## config.mk

```make
export PLATFORM = sky130hd
export DESIGN_NAME = alu
export DESIGN_NICKNAME = d
export VERILOG_FILES = /design/src/rtl/alu.sv
export SDC_FILE = /design/constraint.sdc
export NUM_CORES = 1
export LEC_CHECK = 0
export CORE_MARGIN = 3
export CORE_UTILIZATION = 50
export CTS_CLUSTER_DIAMETER = 30
export DETAILED_ROUTE_END_ITERATION = 16
export PLACE_DENSITY = 0.81
export SYNTH_ARGS = -nofsm -noshare
export SYNTH_HDL_FRONTEND = slang
export SYNTH_SLANG_ARGS = --single-unit
export TNS_END_PERCENT = 50
```

## constraint.sdc

```tcl
create_clock -name clk -period 0.8 [get_ports clk]
set_clock_uncertainty 0.15 [all_clocks]
set_input_delay 0.16 -clock clk [delete_from_list [all_inputs] [get_ports clk]]
set_output_delay 0.16 -clock clk [all_outputs]
set_load 0.02 [all_outputs]
```

## src/rtl/alu.sv

```systemverilog
// Registered N-bit ALU with zero/overflow/carry/negative flags.
// Define ALU_MULDIV_EN to build the MUL/DIV/MOD opcodes; otherwise they act as reserved.
module alu #(
  parameter int N = 4
) (
  input  logic         clk,
  input  logic         rst,
  input  logic [N-1:0] A,
  input  logic [N-1:0] B,
  input  logic [3:0]   sel,
  output logic [N-1:0] out,
  output logic         Z,
  output logic         O,
  output logic         Ca,
  output logic         Neg
);

  typedef enum logic [3:0] {
    OP_ADD = 4'b0000,
    OP_SUB = 4'b0001,
    OP_AND = 4'b0010,
    OP_OR  = 4'b0011,
    OP_XOR = 4'b0100,
    OP_NOT = 4'b0101,
    OP_SHL = 4'b0110,
    OP_SHR = 4'b0111,
    OP_MUL = 4'b1000,
    OP_DIV = 4'b1001,
    OP_MOD = 4'b1010
  } op_e;

  logic [N-1:0] out_d, out_q;
  logic         z_d, z_q;
  logic         o_d, o_q;
  logic         ca_d, ca_q;
  logic         neg_d, neg_q;

  logic [N:0] sum_w;
  logic [N:0] diff_w;
  logic [N:0] shl_w;
  logic [N:0] shr_w;
  logic       shift_big;

  assign sum_w     = {1'b0, A} + {1'b0, B};
  assign diff_w    = {1'b0, A} - {1'b0, B};
  // One guard bit on each side catches the last bit shifted out.
  assign shl_w     = {1'b0, A} << B;
  assign shr_w     = {A, 1'b0} >> B;
  assign shift_big = ({1'b0, B} >= (N+1)'(N));

`ifdef ALU_MULDIV_EN
  logic [2*N-1:0] prod_w;
  logic [N-1:0]   quot_w;
  logic [N-1:0]   rem_w;
  logic           div_zero;

  assign prod_w   = {{N{1'b0}}, A} * {{N{1'b0}}, B};
  assign div_zero = (B == '0);
  assign quot_w   = div_zero ? '1 : A / B;
  assign rem_w    = div_zero ? '1 : A % B;
`endif

  always_comb begin
    out_d = '0;
    o_d   = 1'b0;
    ca_d  = 1'b0;
    case (sel)
      OP_ADD: begin
        out_d = sum_w[N-1:0];
        ca_d  = sum_w[N];
        o_d   = (A[N-1] == B[N-1]) && (sum_w[N-1] != A[N-1]);
      end
      OP_SUB: begin
        out_d = diff_w[N-1:0];
        ca_d  = diff_w[N];
        o_d   = (A[N-1] != B[N-1]) && (diff_w[N-1] != A[N-1]);
      end
      OP_AND: out_d = A & B;
      OP_OR:  out_d = A | B;
      OP_XOR: out_d = A ^ B;
      OP_NOT: out_d = ~A;
      OP_SHL: begin
        if (!shift_big) begin
          out_d = shl_w[N-1:0];
          ca_d  = shl_w[N];
        end
      end
      OP_SHR: begin
        if (!shift_big) begin
          out_d = shr_w[N:1];
          ca_d  = shr_w[0];
        end
      end
`ifdef ALU_MULDIV_EN
      OP_MUL: begin
        out_d = prod_w[N-1:0];
        o_d   = (prod_w[2*N-1:N] != '0);
      end
      OP_DIV: begin
        out_d = quot_w;
        o_d   = div_zero;
      end
      OP_MOD: begin
        out_d = rem_w;
        o_d   = div_zero;
      end
`endif
      default: begin
        out_d = '0;
        o_d   = 1'b0;
        ca_d  = 1'b0;
      end
    endcase
    z_d   = (out_d == '0);
    neg_d = out_d[N-1];
  end

  // Reset clears every flag, including Z, so outputs read all-zero until the first capture.
  always_ff @(posedge clk or posedge rst) begin
    if (rst) begin
      out_q <= '0;
      z_q   <= 1'b0;
      o_q   <= 1'b0;
      ca_q  <= 1'b0;
      neg_q <= 1'b0;
    end else begin
      out_q <= out_d;
      z_q   <= z_d;
      o_q   <= o_d;
      ca_q  <= ca_d;
      neg_q <= neg_d;
    end
  end

  assign out = out_q;
  assign Z   = z_q;
  assign O   = o_q;
  assign Ca  = ca_q;
  assign Neg = neg_q;

endmodule

```

==> results of run 1 <==
## through the flow
stage          util, %  area, µm²  TNS, ns  hold WS, ns  instances
2_1_floorplan        -       1070    -5.40       -0.187        125
3_3_place_gp      85.6       1560   -13.82        0.241        203
3_5_place_dp      85.6       1560   -14.33        0.258        203
## cells by family after synthesis
family | share of synthesized area [%]
flops | 17.3
fa+ha+maj | 20.0
compound gates | 26.5
buf+inv | 11.2
simple gates | 14.1
xor+xnor | 1.73
mux | 9.15
==> flow_metrics.py, run 1 <==
metrics = {
    "run_status": {
        "error": "[ERROR DPL-0038] Utilization greater than 100%, impossible to legalize",
        "outcome": "aborted with a tool error",
        "stop_stage": "clock tree synthesis",
    },
    "placed_design": {
        "place_ws_ns": -1.86,
        "dpl.hpwl_mm": 2.57,
        "numPortBuffers": 21,
        "gp_congestion": 0.905,
    },
    "synth": {
        "synth.distinct_cells": 39,
        "synthCells": 125,
        "yosys-top-cells-count": "15 x inv_1, 13 x ha_1, 13 x o21ai_0",
        "syn-num-nets": 154,
        "synth-edff-count": 0,
        "netlist_area_um2": 1010,
        "ys_ff_latch": 7,
        "synth-main-ff-cell": "dfrtp_1",
        "yosysMostFrequentCell": "inv_1",
        "synthArstFlopShare_pct": 100,
        "ys_top_cells_by_area": "dfrtp_1 17%, ha_1 16%, mux2i_1 6.9%",
        "yosys.area.top_type": "dfrtp_1",
        "synth_top_cell_area_share_pct": 17.3,
        "synth_area_per_cell_um2": 8.10,
        "yosys_warnings": 0,
        "seq_area_frac_synth_pct": 17.3,
    },
    "clocking": {
        "cts_resized": 122,
        "clockBufferDepth": 2,
        "clock_sinks": 7,
        "cts_max_level": 1,
        "numCtsBuffers": 3,
        "cts_root_buffer": "clkbuf_4",
        "cts_setup_buffers": 18,
    },
    "floorplanning": {
        "io-pin-count": 22,
        "die_w_um": 51.0,
        "fp.dieH_um": 51.0,
        "rows": 15,
        "start_util_pct": 55.6,
    },
}
==> run 2: changes to the inputs <==
==> config.mk (replaced) <==
export PLATFORM = sky130hd
export DESIGN_NAME = alu
export DESIGN_NICKNAME = d
export VERILOG_FILES = /design/src/rtl/alu.sv
export SDC_FILE = /design/constraint.sdc
export NUM_CORES = 1
export LEC_CHECK = 0
export CORE_AREA = 3 3 64 66
export DETAILED_ROUTE_END_ITERATION = 16
export DIE_AREA = 0 0 67 69
export PLACE_DENSITY_LB_ADDON = 0.15
export SYNTH_ARGS = -nofsm -noshare
export SYNTH_HDL_FRONTEND = slang
export SYNTH_SLANG_ARGS = --single-unit
export TNS_END_PERCENT = 50
==> flow_metrics.py, run 2 <==
metrics = {
    "clocking": {
        "hold_buffers": 0,
        "clockBufferDepth": 2,
        "clock_sinks": 7,
        "cts_root_buffer": "clkbuf_8",
        "numCtsBuffers": 3,
        "cts_max_level": 1,
        "cts_tree": "built",
        "cts.clk_slew.worst_paths_ns": 0.04,
    },
    "placed_design": {
        "dpl.hpwl_mm": 2.33,
        "dp_cells": 224,
        "gp_congestion": 0.786,
        "numPortBuffers": 21,
        "place_area_um2": 1560,
    },
    "finish": {
        "seqCellArea_um2": 175,
        "mostFrequentLayoutCells": "37 x buf_4, 15 x buf_6, 9 x nor2_1, 9 x buf_2",
        "antenna_cells": 0,
        "largest_reg_flops": 3,
        "final_common_cell": "buf_4",
        "multi_input_area_um2": 910,
        "fillCellCount": 356,
        "design_area_um2": 1840,
        "nets": 221,
        "fin_cells": 239,
        "final_util_pct": 50.7,
        "area_growth_pct": 82.0,
        "drive_above_1_share_pct": 59.7,
    },
    "synth": {
        "synthArstFlopShare_pct": 100,
        "synth.distinct_cells": 39,
        "synth-main-ff-cell": "dfrtp_1",
        "netlist_area_um2": 1010,
        "synthCells": 125,
        "yosys_warnings": 0,
        "seq_area_frac_synth_pct": 17.3,
        "yosys-top-cells-count": "15 x inv_1, 13 x ha_1, 13 x o21ai_0",
        "synth_area_per_cell_um2": 8.10,
        "yosys.area.top_type": "dfrtp_1",
        "ys_top_cells_by_area": "dfrtp_1 17%, ha_1 16%, mux2i_1 6.9%",
        "syn-num-nets": 154,
        "yosysMostFrequentCell": "inv_1",
        "synth-edff-count": 0,
        "ys_ff_latch": 7,
        "synth_top_cell_area_share_pct": 17.3,
    },
    "setup_path": {
        "crit_type": "primary input to flop",
        "endpoint_kind": "flop",
        "cp_data_required_time_ns": 0.78,
        "critPathMaxFanout": 3,
        "startpoint_type": "primary input",
        "arrival_ns": 1.92,
    },
    "floorplanning": {
        "die-area_um2": 4620,
        "core_area_um2": 3630,
        "start_util_pct": 27.9,
        "fp.dieH_um": 69,
        "die_w_um": 67,
        "rows": 22,
        "io-pin-count": 22,
    },
    "grt": {
        "grt_pass1_wl_mm": 4.91,
        "grt_antenna_before_repair": 0,
        "grt_pass1_vias": 1154,
        "track_usage_pct": 13.1,
        "grt_max_degree": 14,
        "overflow": 0,
    },
    "sta": {
        "setup-violations-final": 15,
        "worst_pin_slew_ns": 0.277,
        "slew-limit-headroom_pct": 81.5,
        "fin_ws_ns": -1.14,
        "rsz0062_at_grt": "yes",
        "finalHoldViolCount": 0,
        "holdWs_ns": 0.0236,
        "fin_tns_setup_ns": -7.40,
        "period_minus_slack_ns": 1.94,
        "fmax_ghz": 0.516,
        "slew_violations": 0,
        "fin_crit_sh_pct": 242,
    },
    "detailed_routing": {
        "vias": 1162,
        "dr.pass1.iters": 4,
        "remaining_drc_errors": 0,
        "antenna_left": 0,
        "initialDrtViolationCount": 33,
        "via_per_inst": 4.86,
        "wl_per_cell_um": 13.0,
        "wirelength_mm": 3.11,
    },
    "power": {
        "cellLeakagePower_nw": 0.865,
        "p_per_area_nw_per_um2": 1020,
        "ir_drop_uv": 354,
    },
    "run_status": {
        "violations": "setup timing",
        "outcome": "finished with violations",
    },
    "min_path": {
        "hold_class": "primary input to asynchronous set/reset pin",
    },
    "job": {
        "drv_cap": 0,
    },
}
[run 2: cell counts after synthesis]
No cell type changed its count.
[run 2: timing repair]
item,CTS,global route
buffers inserted,10,6
endpoints found under the setup margin,15,15
resized for setup,100,43
pin swaps,17,21
endpoints found under the hold margin,0,0
[run 2: final timing paths]
kind / start / end / slack (ns) / cells past startpoint
worst max-delay path: A[0] / Z / -1.14 / 9
worst min-delay path: rst / O / 0.02 / 2
max in group asynchronous: rst / out[0] / 0.27 / 2
min in group clk: A[3] / O / 0.18 / 3
[run 2: worst max-delay path, stage by stage]
cell	delay [ns]
buf_12	0.12
inv_12	0.04
ha_4	0.13
inv_4	0.03
fa_2	0.43
mux4_2	0.49
mux2i_2	0.21
o21ai_2	0.10
nor4_2	0.21
[run 2: layout make-up]
| cell class | count | share of cell area, % |
|---|---|---|
| inverter | 16 | 4.28 |
| timing repair buffer | 69 | 31.1 |
| multi-input combinational | 95 | 49.4 |
| clock buffer | 4 | 2.45 |
| sequential | 7 | 9.51 |
| tap | 48 | 3.26 |
[run 2: kinds of logic after synthesis]
group | after synthesis | share of synthesized area, %
AOI/OAI and AO/OA | 41 | 26.5
and+or+nand+nor | 29 | 14.1
buffers and inverters | 23 | 11.2
adders and majority gates | 15 | 20.0
muxes | 8 | 9.15
DFF | 7 | 17.3
xor gates and xnor gates | 2 | 1.73
[run 2: per-stage QoR]
step / power, mW / setup WS, ns
floorplan: 0.831 / -1.05
global placement: 1.22 / -1.78
detailed placement: 1.23 / -1.80
CTS: 1.80 / -1.22
global route: 1.98 / -1.20
finish: 1.87 / -1.14
[run 2: power by group]
| part | internal (mW) | total [mW] | switching, mW |
|---|---|---|---|
| logic | 0.505 | 0.989 | 0.484 |
| clock network | 0.344 | 0.488 | 0.144 |
| registers | 0.388 | 0.394 | 0.00660 |
| total | 1.24 | 1.87 | 0.635 |
[run 2: layer usage]
metal,global-route usage (%),vias to the layer above,share of wire (%)
met5,0,-,0
met4,5.18,0,0.93
met3,0.814,4,2.7
met2,22.6,23,51
met1,16.6,563,45
li1,-,572,-
No activity file was read; power rests on OpenSTA's default activity.
==> run 3: changes to the inputs <==
--- a/config.mk
+++ b/config.mk
@@ -8,7 +8,9 @@
 export CORE_AREA = 3 3 64 66
 export DETAILED_ROUTE_END_ITERATION = 16
 export DIE_AREA = 0 0 67 69
+export MAX_ROUTING_LAYER = met4
 export PLACE_DENSITY_LB_ADDON = 0.15
+export SKIP_LAST_GASP = 1
 export SYNTH_ARGS = -nofsm -noshare
 export SYNTH_HDL_FRONTEND = slang
 export SYNTH_SLANG_ARGS = --single-unit
==> flow_metrics.py, run 3 (same netlist as run 2, synthesis figures left out) <==
metrics = {
    "floorplanning": {
        "io-pin-count": 22,
        "rows": 22,
        "start_util_pct": 27.9,
        "die-area_um2": 4620,
        "fp.dieH_um": 69,
        "die_w_um": 67,
        "core_area_um2": 3630,
    },
    "clocking": {
        "cts.clk_slew.worst_paths_ns": 0.04,
        "hold_buffers": 0,
        "cts_tree": "built",
        "clock_sinks": 7,
        "cts_root_buffer": "clkbuf_8",
        "numCtsBuffers": 3,
        "clockBufferDepth": 2,
        "cts_max_level": 1,
    },
    "power": {
        "sw_frac_of_total_pct": 33.4,
        "p_switching_mw": 0.630,
        "p_per_area_nw_per_um2": 1020,
        "ir_drop_uv": 362,
        "cellLeakagePower_nw": 0.839,
        "clockPowerShare_pct": 26.0,
        "p_comb_share_pct": 53.0,
        "cellInternalPower_mw": 1.25,
        "p_seq_share_pct": 21.1,
    },
    "placed_design": {
        "dpl.hpwl_mm": 2.33,
        "place_area_um2": 1560,
        "gp_congestion": 0.797,
        "dp_cells": 224,
        "numPortBuffers": 21,
    },
    "grt": {
        "grt_antenna_before_repair": 0,
        "grt_pass1_vias": 1154,
        "overflow": 0,
        "track_usage_pct": 13.5,
        "grt_pass1_wl_mm": 4.91,
        "grt_max_degree": 14,
    },
    "run_status": {
        "outcome": "finished with violations",
        "violations": "setup timing",
    },
    "sta": {
        "slew-limit-headroom_pct": 82.0,
        "finalHoldViolCount": 0,
        "fin_crit_sh_pct": 242,
        "worst_pin_slew_ns": 0.269,
        "period_minus_slack_ns": 1.93,
        "slew_violations": 0,
        "setup-violations-final": 15,
        "fmax_ghz": 0.517,
        "fin_ws_ns": -1.13,
        "rsz0062_at_grt": "yes",
    },
    "setup_path": {
        "startpoint_type": "primary input",
        "arrival_ns": 1.91,
        "critPathMaxFanout": 3,
        "crit_type": "primary input to flop",
        "cp_data_required_time_ns": 0.78,
        "endpoint_kind": "flop",
    },
    "finish": {
        "drive_above_1_share_pct": 51.1,
        "design_area_um2": 1840,
        "fin_cells": 236,
        "mostFrequentLayoutCells": "37 x buf_4, 12 x nor2_1, 11 x buf_6",
        "area_growth_pct": 81.8,
        "antenna_cells": 0,
        "largest_reg_flops": 3,
        "final_util_pct": 50.7,
        "final_common_cell": "buf_4",
        "nets": 218,
    },
    "job": {
        "drv_cap": 0,
    },
    "min_path": {
        "hold_class": "primary input to asynchronous set/reset pin",
    },
    "detailed_routing": {
        "via_per_inst": 4.92,
        "wl_per_cell_um": 13.0,
        "initialDrtViolationCount": 59,
        "vias": 1162,
        "wirelength_mm": 3.08,
        "dr.pass1.iters": 4,
        "antenna_left": 0,
        "remaining_drc_errors": 0,
    },
}
run 3: cell count changes in the layout (fill, tap and decap cells not counted), moves of 2 or more:
cell	previous run	this run
buf_6	15	11
clkbuf_2	2	0
clkdlybuf4s50_1	1	8
nor2_1	9	12
nor2_2	3	0
buf_2	9	1
dlygate4sd2_1	1	5
run 3: worst max-delay path: stages:
cell	delay, ns
buf_12	0.12
inv_12	0.04
ha_4	0.13
inv_4	0.03
fa_2	0.43
mux4_2	0.49
mux2i_2	0.20
o21ai_2	0.10
nor4_2	0.21
run 3: routing by layer:
| metal | global-route usage, % | wire [µm] | up-vias |
|---|---|---|---|
| li1 | - | - | 572 |
| met1 | 16.6 | 1390 | 565 |
| met2 | 22.6 | 1590 | 21 |
| met4 | 5.18 | 34 | 0 |
| met3 | 0.814 | 65 | 4 |
| met5 | - | 0 | - |
run 3: stage by stage:
stage          power [mW]  setup TNS, ns  hold WS, ns  setup WS, ns
3_3_place_gp         1.22         -13.98        0.253         -1.78
5_1_grt              2.00         -11.05       0.0690         -1.20
6_report             1.88         -10.36       0.0275         -1.13
2_1_floorplan       0.831          -5.40       -0.187         -1.05
4_1_cts              1.84         -11.36       0.0346         -1.22
3_5_place_dp         1.23         -14.06        0.265         -1.80
run 3: worst paths after layout:
| check | from | endpoint | slack (ns) | cells after the start |
|---|---|---|---|---|
| worst max-delay path | A[0] | Z | -1.13 | 9 |
| worst min-delay path | rst | out[1] | 0.03 | 2 |
| max in group asynchronous | rst | out[2] | 0.27 | 2 |
| min in group clk | sel[3] | out[0] | 0.27 | 3 |
run 3: layout make-up:
cell class,count,area (µm²)
clock buffer,4,45.0
fill,360,1790
inverter,16,78.8
multi-input combinational,95,897
sequential,7,175
tap,48,60.1
timing repair buffer,66,584
run 3: power by group through the flow:
stage	logic, mW	registers (mW)	clock network, mW
detailed placement	0.826	0.401	0
global placement	0.820	0.402	0
global route	1.08	0.400	0.513
floorplan	0.386	0.445	0
finish	0.997	0.397	0.489
CTS	0.944	0.396	0.497
run 3: what timing repair did:
| item | CTS | global route |
|---|---|---|
| resized for setup | 68 | 25 |
| setup endpoints to repair | 15 | 15 |
| gates cloned | 0 | 0 |
| pin swaps | 17 | 12 |
| buffers inserted | 10 | 2 |
